==> config.mk <==
export PLATFORM = sky130hd
export DESIGN_NAME = nx1_gram_arb
export DESIGN_NICKNAME = d
export VERILOG_FILES = /design/src/rtl/nx1_gram_arb.sv
export SDC_FILE = /design/constraint.sdc
export NUM_CORES = 1
export LEC_CHECK = 0
export BUFFER_PORTS_ARGS = -buffer_cell sky130_fd_sc_hd__buf_4
export CAP_MARGIN = 20
export CORE_AREA = 2 2 101 103
export CTS_CLUSTER_DIAMETER = 120
export DETAILED_ROUTE_END_ITERATION = 16
export DIE_AREA = 0 0 103 105
export PLACE_DENSITY = 0.64
export SETUP_SLACK_MARGIN = 0.05
export SYNTH_ARGS = -nofsm -noshare
export SYNTH_HDL_FRONTEND = slang
export SYNTH_SLANG_ARGS = --single-unit
==> constraint.sdc <==
create_clock -name CLK -period 3.5 [get_ports CLK]
set_clock_uncertainty 0.2 [all_clocks]
set_input_delay 0 -clock CLK [delete_from_list [all_inputs] [get_ports CLK]]
set_output_delay 0 -clock CLK [all_outputs]
set_load 0.005 [all_outputs]
==> src/rtl/nx1_gram_arb.sv <==
// nx1_gram_arb: graphics RAM arbiter, display fetch vs CPU access.
// Optional simultaneous B/R/G write enabled by macro NX1_GRAM_WP_EN.
module nx1_gram_arb (
  input  logic        CLK,
  input  logic        I_RESET_N,
  input  logic        I_CPU_REQ,
  input  logic        I_CPU_WR,
  input  logic [13:0] I_CPU_A,
  input  logic [1:0]  I_CPU_PLANE,
  input  logic [7:0]  I_CPU_D,
  input  logic        I_GRAM_WP,
  output logic [7:0]  O_CPU_D,
  output logic        O_CPU_ACK,
  input  logic        I_DISP_REQ,
  input  logic [13:0] I_DISP_A,
  output logic [23:0] O_DISP_D,
  output logic        O_DISP_ACK,
  output logic [15:0] O_MEM_A,
  output logic        O_MEM_CE,
  output logic        O_MEM_WE,
  output logic [7:0]  O_MEM_D,
  input  logic [7:0]  I_MEM_Q
);

  localparam logic [3:0] IDLE = 4'd0;
  localparam logic [3:0] D0   = 4'd1;
  localparam logic [3:0] D1   = 4'd2;
  localparam logic [3:0] D2   = 4'd3;
  localparam logic [3:0] D3   = 4'd4;
  localparam logic [3:0] C0   = 4'd5;
  localparam logic [3:0] C1   = 4'd6;
  localparam logic [3:0] W0   = 4'd7;
  localparam logic [3:0] DONE = 4'd8;
`ifdef NX1_GRAM_WP_EN
  localparam logic [3:0] W1   = 4'd9;
  localparam logic [3:0] W2   = 4'd10;
`endif

  logic [3:0]  state;
  logic        last_disp;
  logic [13:0] off;
  logic [1:0]  plane;
  logic [7:0]  cap_b;
  logic [7:0]  cap_r;
  logic        grant_disp;
  logic [1:0]  wr_plane;

`ifdef NX1_GRAM_WP_EN
  logic        wp;
  assign wr_plane = I_GRAM_WP ? 2'd1 : I_CPU_PLANE;
`else
  logic        unused_wp;
  assign unused_wp = I_GRAM_WP;
  assign wr_plane  = I_CPU_PLANE;
`endif

  // display wins a tie unless it won the previous grant
  assign grant_disp = I_DISP_REQ &&
                      (!I_CPU_REQ || !last_disp);

  // access sequencer; every output is registered here
  always_ff @(posedge CLK or negedge I_RESET_N) begin
    if (!I_RESET_N) begin
      state      <= IDLE;
      last_disp  <= 1'b0;
      off        <= '0;
      plane      <= '0;
      cap_b      <= '0;
      cap_r      <= '0;
`ifdef NX1_GRAM_WP_EN
      wp         <= 1'b0;
`endif
      O_CPU_D    <= '0;
      O_CPU_ACK  <= 1'b0;
      O_DISP_D   <= '0;
      O_DISP_ACK <= 1'b0;
      O_MEM_A    <= '0;
      O_MEM_CE   <= 1'b0;
      O_MEM_WE   <= 1'b0;
      O_MEM_D    <= '0;
    end else begin
      O_CPU_ACK  <= 1'b0;
      O_DISP_ACK <= 1'b0;
      O_MEM_CE   <= 1'b0;
      O_MEM_WE   <= 1'b0;
      unique case (state)
        IDLE: begin
          if (grant_disp) begin
            state     <= D0;
            last_disp <= 1'b1;
            off       <= I_DISP_A;
            O_MEM_A   <= {2'd1, I_DISP_A};
            O_MEM_CE  <= 1'b1;
          end else if (I_CPU_REQ) begin
            last_disp <= 1'b0;
            off       <= I_CPU_A;
            plane     <= I_CPU_PLANE;
            if (I_CPU_WR) begin
              state    <= W0;
`ifdef NX1_GRAM_WP_EN
              wp       <= I_GRAM_WP;
`endif
              O_MEM_A  <= {wr_plane, I_CPU_A};
              O_MEM_D  <= I_CPU_D;
              O_MEM_CE <= (wr_plane != 2'd0);
              O_MEM_WE <= (wr_plane != 2'd0);
            end else begin
              state    <= C0;
              O_MEM_A  <= {I_CPU_PLANE, I_CPU_A};
              O_MEM_CE <= (I_CPU_PLANE != 2'd0);
            end
          end
        end
        D0: begin
          state    <= D1;
          O_MEM_A  <= {2'd2, off};
          O_MEM_CE <= 1'b1;
        end
        D1: begin
          state    <= D2;
          cap_b    <= I_MEM_Q;
          O_MEM_A  <= {2'd3, off};
          O_MEM_CE <= 1'b1;
        end
        D2: begin
          state <= D3;
          cap_r <= I_MEM_Q;
        end
        D3: begin
          state      <= DONE;
          O_DISP_D   <= {I_MEM_Q, cap_r, cap_b};
          O_DISP_ACK <= 1'b1;
        end
        C0: begin
          state <= C1;
        end
        C1: begin
          state     <= DONE;
          O_CPU_D   <= (plane == 2'd0) ? 8'hFF
                                       : I_MEM_Q;
          O_CPU_ACK <= 1'b1;
        end
        W0: begin
`ifdef NX1_GRAM_WP_EN
          if (wp) begin
            state    <= W1;
            O_MEM_A  <= {2'd2, off};
            O_MEM_CE <= 1'b1;
            O_MEM_WE <= 1'b1;
          end else begin
            state     <= DONE;
            O_CPU_ACK <= 1'b1;
          end
`else
          state     <= DONE;
          O_CPU_ACK <= 1'b1;
`endif
        end
`ifdef NX1_GRAM_WP_EN
        W1: begin
          state    <= W2;
          O_MEM_A  <= {2'd3, off};
          O_MEM_CE <= 1'b1;
          O_MEM_WE <= 1'b1;
        end
        W2: begin
          state     <= DONE;
          O_CPU_ACK <= 1'b1;
        end
`endif
        DONE: begin
          state <= IDLE;
        end
        default: begin
          state <= IDLE;
        end
      endcase
    end
  end

endmodule

==> metrics.md <==
| Metric | Value |
|---|---|
| Status | `finished clean` |
| Post-DP Area | `0.00497 mm2` |
| Count of cell types in the netlist | `36` |
| Max Fclk | `310 MHz` |
| RD Place Congestion | `0.804` |
| Syn nets | `374` |
| Initial DRT Pass Iterations | `4` |
| Initial DRC Count | `140` |
| Critical-path cell list | `or4_1 > nor3_4 > mux2_2 > dlygate4sd3_1` |
| Dominant cells by area after synthesis | `dfrtp_1, mux2_2, o21ai_0, mux2i_1, o221ai_1` |
| GRT Total Usage | `19.6%` |
| Global-route wire length before repair | `16500 um` |
| WS Path Type | `flop to flop` |
| Die W | `103 um` |
| Final Instance Area | `0.00580 mm2` |
| Synthesis-to-layout area growth | `44.3%` |
| I/O pin count | `112` |
| Critical path required time | `3.55 ns` |
| Root Buffer | `clkbuf_8` |
| Synth top cells by count | `dfrtp_1, mux2_2, o21ai_0, nor2_1, nand2_1` |
| R2R cell count | `4` |
| Clock edge transition at the registers on the reported setup and hold paths | `0.09 ns` |
| Antenna violations before repair | `0` |
| Worst Setup End Kind | `flop` |
| Die ar. | `0.0108 mm2` |
| EDFF count, synth | `0` |
| Mapped cell area | `0.00402 mm2` |
| Post-synthesis sequential area ratio | `60.4%` |
| Routed WL per cell | `15.8 um` |
| CP max stage delay | `0.87 ns` |
| Fin. Hold Viols | `0` |
| CTS tree | `built` |
| Worst r2r dst | `O_MEM_D[1]` |
| Max-cap viol count | `0` |
| Share of cells above drive strength 1 | `38.8%` |
| GR Overflow Total | `0` |
| CP arrival | `3.27 ns` |
| # setup viols final | `0` |
| Worst Path Max Fanout | `15` |
| Vias in the first global route | `3269` |
| Synth area leader | `dfrtp_1` |
| Largest delay share family, worst path | `simple AND/OR/NAND/NOR gates` |
| Worst-Skew Late Latency | `0.36 ns` |
| Vias | `3185` |
| Period utilization | `92.2%` |
| Num CTS Buffers | `9` |
| CORE AREA | `0.00964 mm2` |
| Die span in y | `105 um` |
| Via density | `5.10` |
| Final nets | `540` |
| Cells after Synth | `322` |
| Post-route minimum period | `3.23 ns` |
| Fraction of registers with async set or reset after synthesis | `100%` |
| Power density over the cells | `839 mW/mm2` |
| CP bufs+invs | `1` |
| Post-route DRC | `0` |
| Starting Density | `41.7%` |
| Post-DP HPWL | `6270 um` |
| Crit path launch type | `flop` |
| #FFs+latches synth | `97` |
| Yosys warning count | `0` |
| Reg2reg setup slack | `0.27 ns` |
| Routed wire length | `9870 um` |
| Row count | `36` |
| Synth Flop Type | `dfrtp_1` |
| Maximum vdd drop | `0.355 mV` |
| Filler cells | `814` |
| Largest net degree at the start of global routing | `52` |
| Routed Antenna Nets | `0` |
| CTS sink cnt | `97` |
| Worst slew margin | `28.7%` |
| Critical-path top delay cell | `or4_1` |
| Post CTS Setup Buffer Count | `0` |
| R2R Path Start | `state[0]` |
| Fin Setup TNS | `0 ns` |
| Syn_area_per_cell | `12.5 um2` |
| Antenna cell count | `0` |
| RSZ-0062 raised after global routing | `false` |
| LEAKAGE | `2.60 nW` |
| Max H-tree Level | `3` |
| Slew @ Worst Pin | `1.07 ns` |
| Crit path depth | `4` |
| Hold Crit Class | `primary input to asynchronous set/reset pin` |
| Port buffer count | `110` |
| Clk buf depth | `2` |
| Most common cell in the netlist | `dfrtp_1` |
| Final slew viol count | `0` |
| Area share of the largest cell type after synthesis | `60.4%` |
## layout by cell type (no fill, tap or decap), drive strengths merged
cell and instances:
inv 4, or2 3, clkinvlp 1, nand3 1, nor3 5, buf 116, nor4 2, xnor2 1
mux2 51, nand2 15, a211oi 1, a21boi 1, dfrtp 97, o32ai 1, a31oi 2, mux2i 14
o21ai 43, a21oi 11, nand2b 3, or4 1, dlygate4sd3 60, o21a 2, o22ai 2, clkinv 1
a211o 1, o221ai 14, clkbuf 11, bufinv 2, nor2 22, nand3b 1, a221oi 1, a22oi 1
nor4bb 1
## state kept, by name (all words and copies together) (netlist names)
register,flops
last_disp,1
plane,2
O_DISP_ACK,1
off,14
O_DISP_D,24
O_CPU_ACK,1
O_MEM_D,8
cap_r,8
O_CPU_D,8
O_MEM_WE,1
cap_b,8
O_MEM_CE,1
state,4
O_MEM_A,16
## metal layers
metal / GRT usage, % / vias to the layer above / part of all wire (%)
met5: 0 / - / 0
met4: 7.71 / 0 / 2.1
met3: 4.01 / 16 / 4.3
met2: 29.9 / 86 / 50
met1: 27.2 / 1594 / 44
li1: - / 1489 / -
## power by group
group	switching [mW]	internal [mW]	total, mW
logic	0.884	1.16	2.04
clock network	0.382	0.439	0.821
registers	0.333	1.67	2.01
## worst max path at each step
stage / from / end / slack [ns]
2_1_floorplan: state[1] / O_MEM_D[0] / 1.46
3_3_place_gp: state[0] / O_MEM_D[0] / 0.89
3_5_place_dp: state[0] / O_MEM_D[0] / 0.85
4_1_cts: state[0] / O_MEM_D[4] / 0.28
5_1_grt: state[0] / O_MEM_D[5] / 0.15
6_report: state[0] / O_MEM_D[1] / 0.27
## kinds of logic after synthesis
logic type                share of synthesized area (%)
buffers and inverters                              2.86
AOI/OAI and AO/OA                                  12.0
xor gates and xnor gates                          0.218
and+or+nand+nor                                    6.79
DFF                                                60.4
muxes                                              17.8
## layout make-up
class | count | area, um2 | area share, %
flip-flops and latches | 97 | 2430 | 41.8
multi-input cells | 200 | 1490 | 25.7
clock buffers | 11 | 151 | 2.61
clock inverters | 4 | 76.3 | 1.32
repair buffers | 176 | 1470 | 25.4
inverters | 4 | 15.0 | 0.259
well taps | 133 | 166 | 2.87
## per-stage QoR
stage / setup slack (ns) / utilization [%] / hold slack [ns] / total power [mW] / cells
after global routing: 0.148 / 60.2 / 0.129 / 5.22 / 625
final: 0.274 / 60.2 / 0.0615 / 4.87 / 625
after floorplan: 1.46 / - / -0.496 / 3.14 / 322
after detailed placement: 0.850 / 51.6 / -0.404 / 3.94 / 550
after global placement: 0.887 / 51.6 / -0.406 / 3.88 / 550
after CTS: 0.282 / 60.2 / 0.0834 / 4.90 / 625
## tightest hold or removal path: stages
cell           delay [ns]
dlygate4sd3_1        0.52
buf_4                0.11
buf_4                0.45
## what timing repair did
| action | 4_1_cts | 5_1_grt |
|---|---|---|
| hold buffers | 60 | 0 |
| endpoints found under the hold margin | 174 | 0 |
| resized for setup | 0 | 0 |
Note: power is estimated with default switching activity, not from simulation.
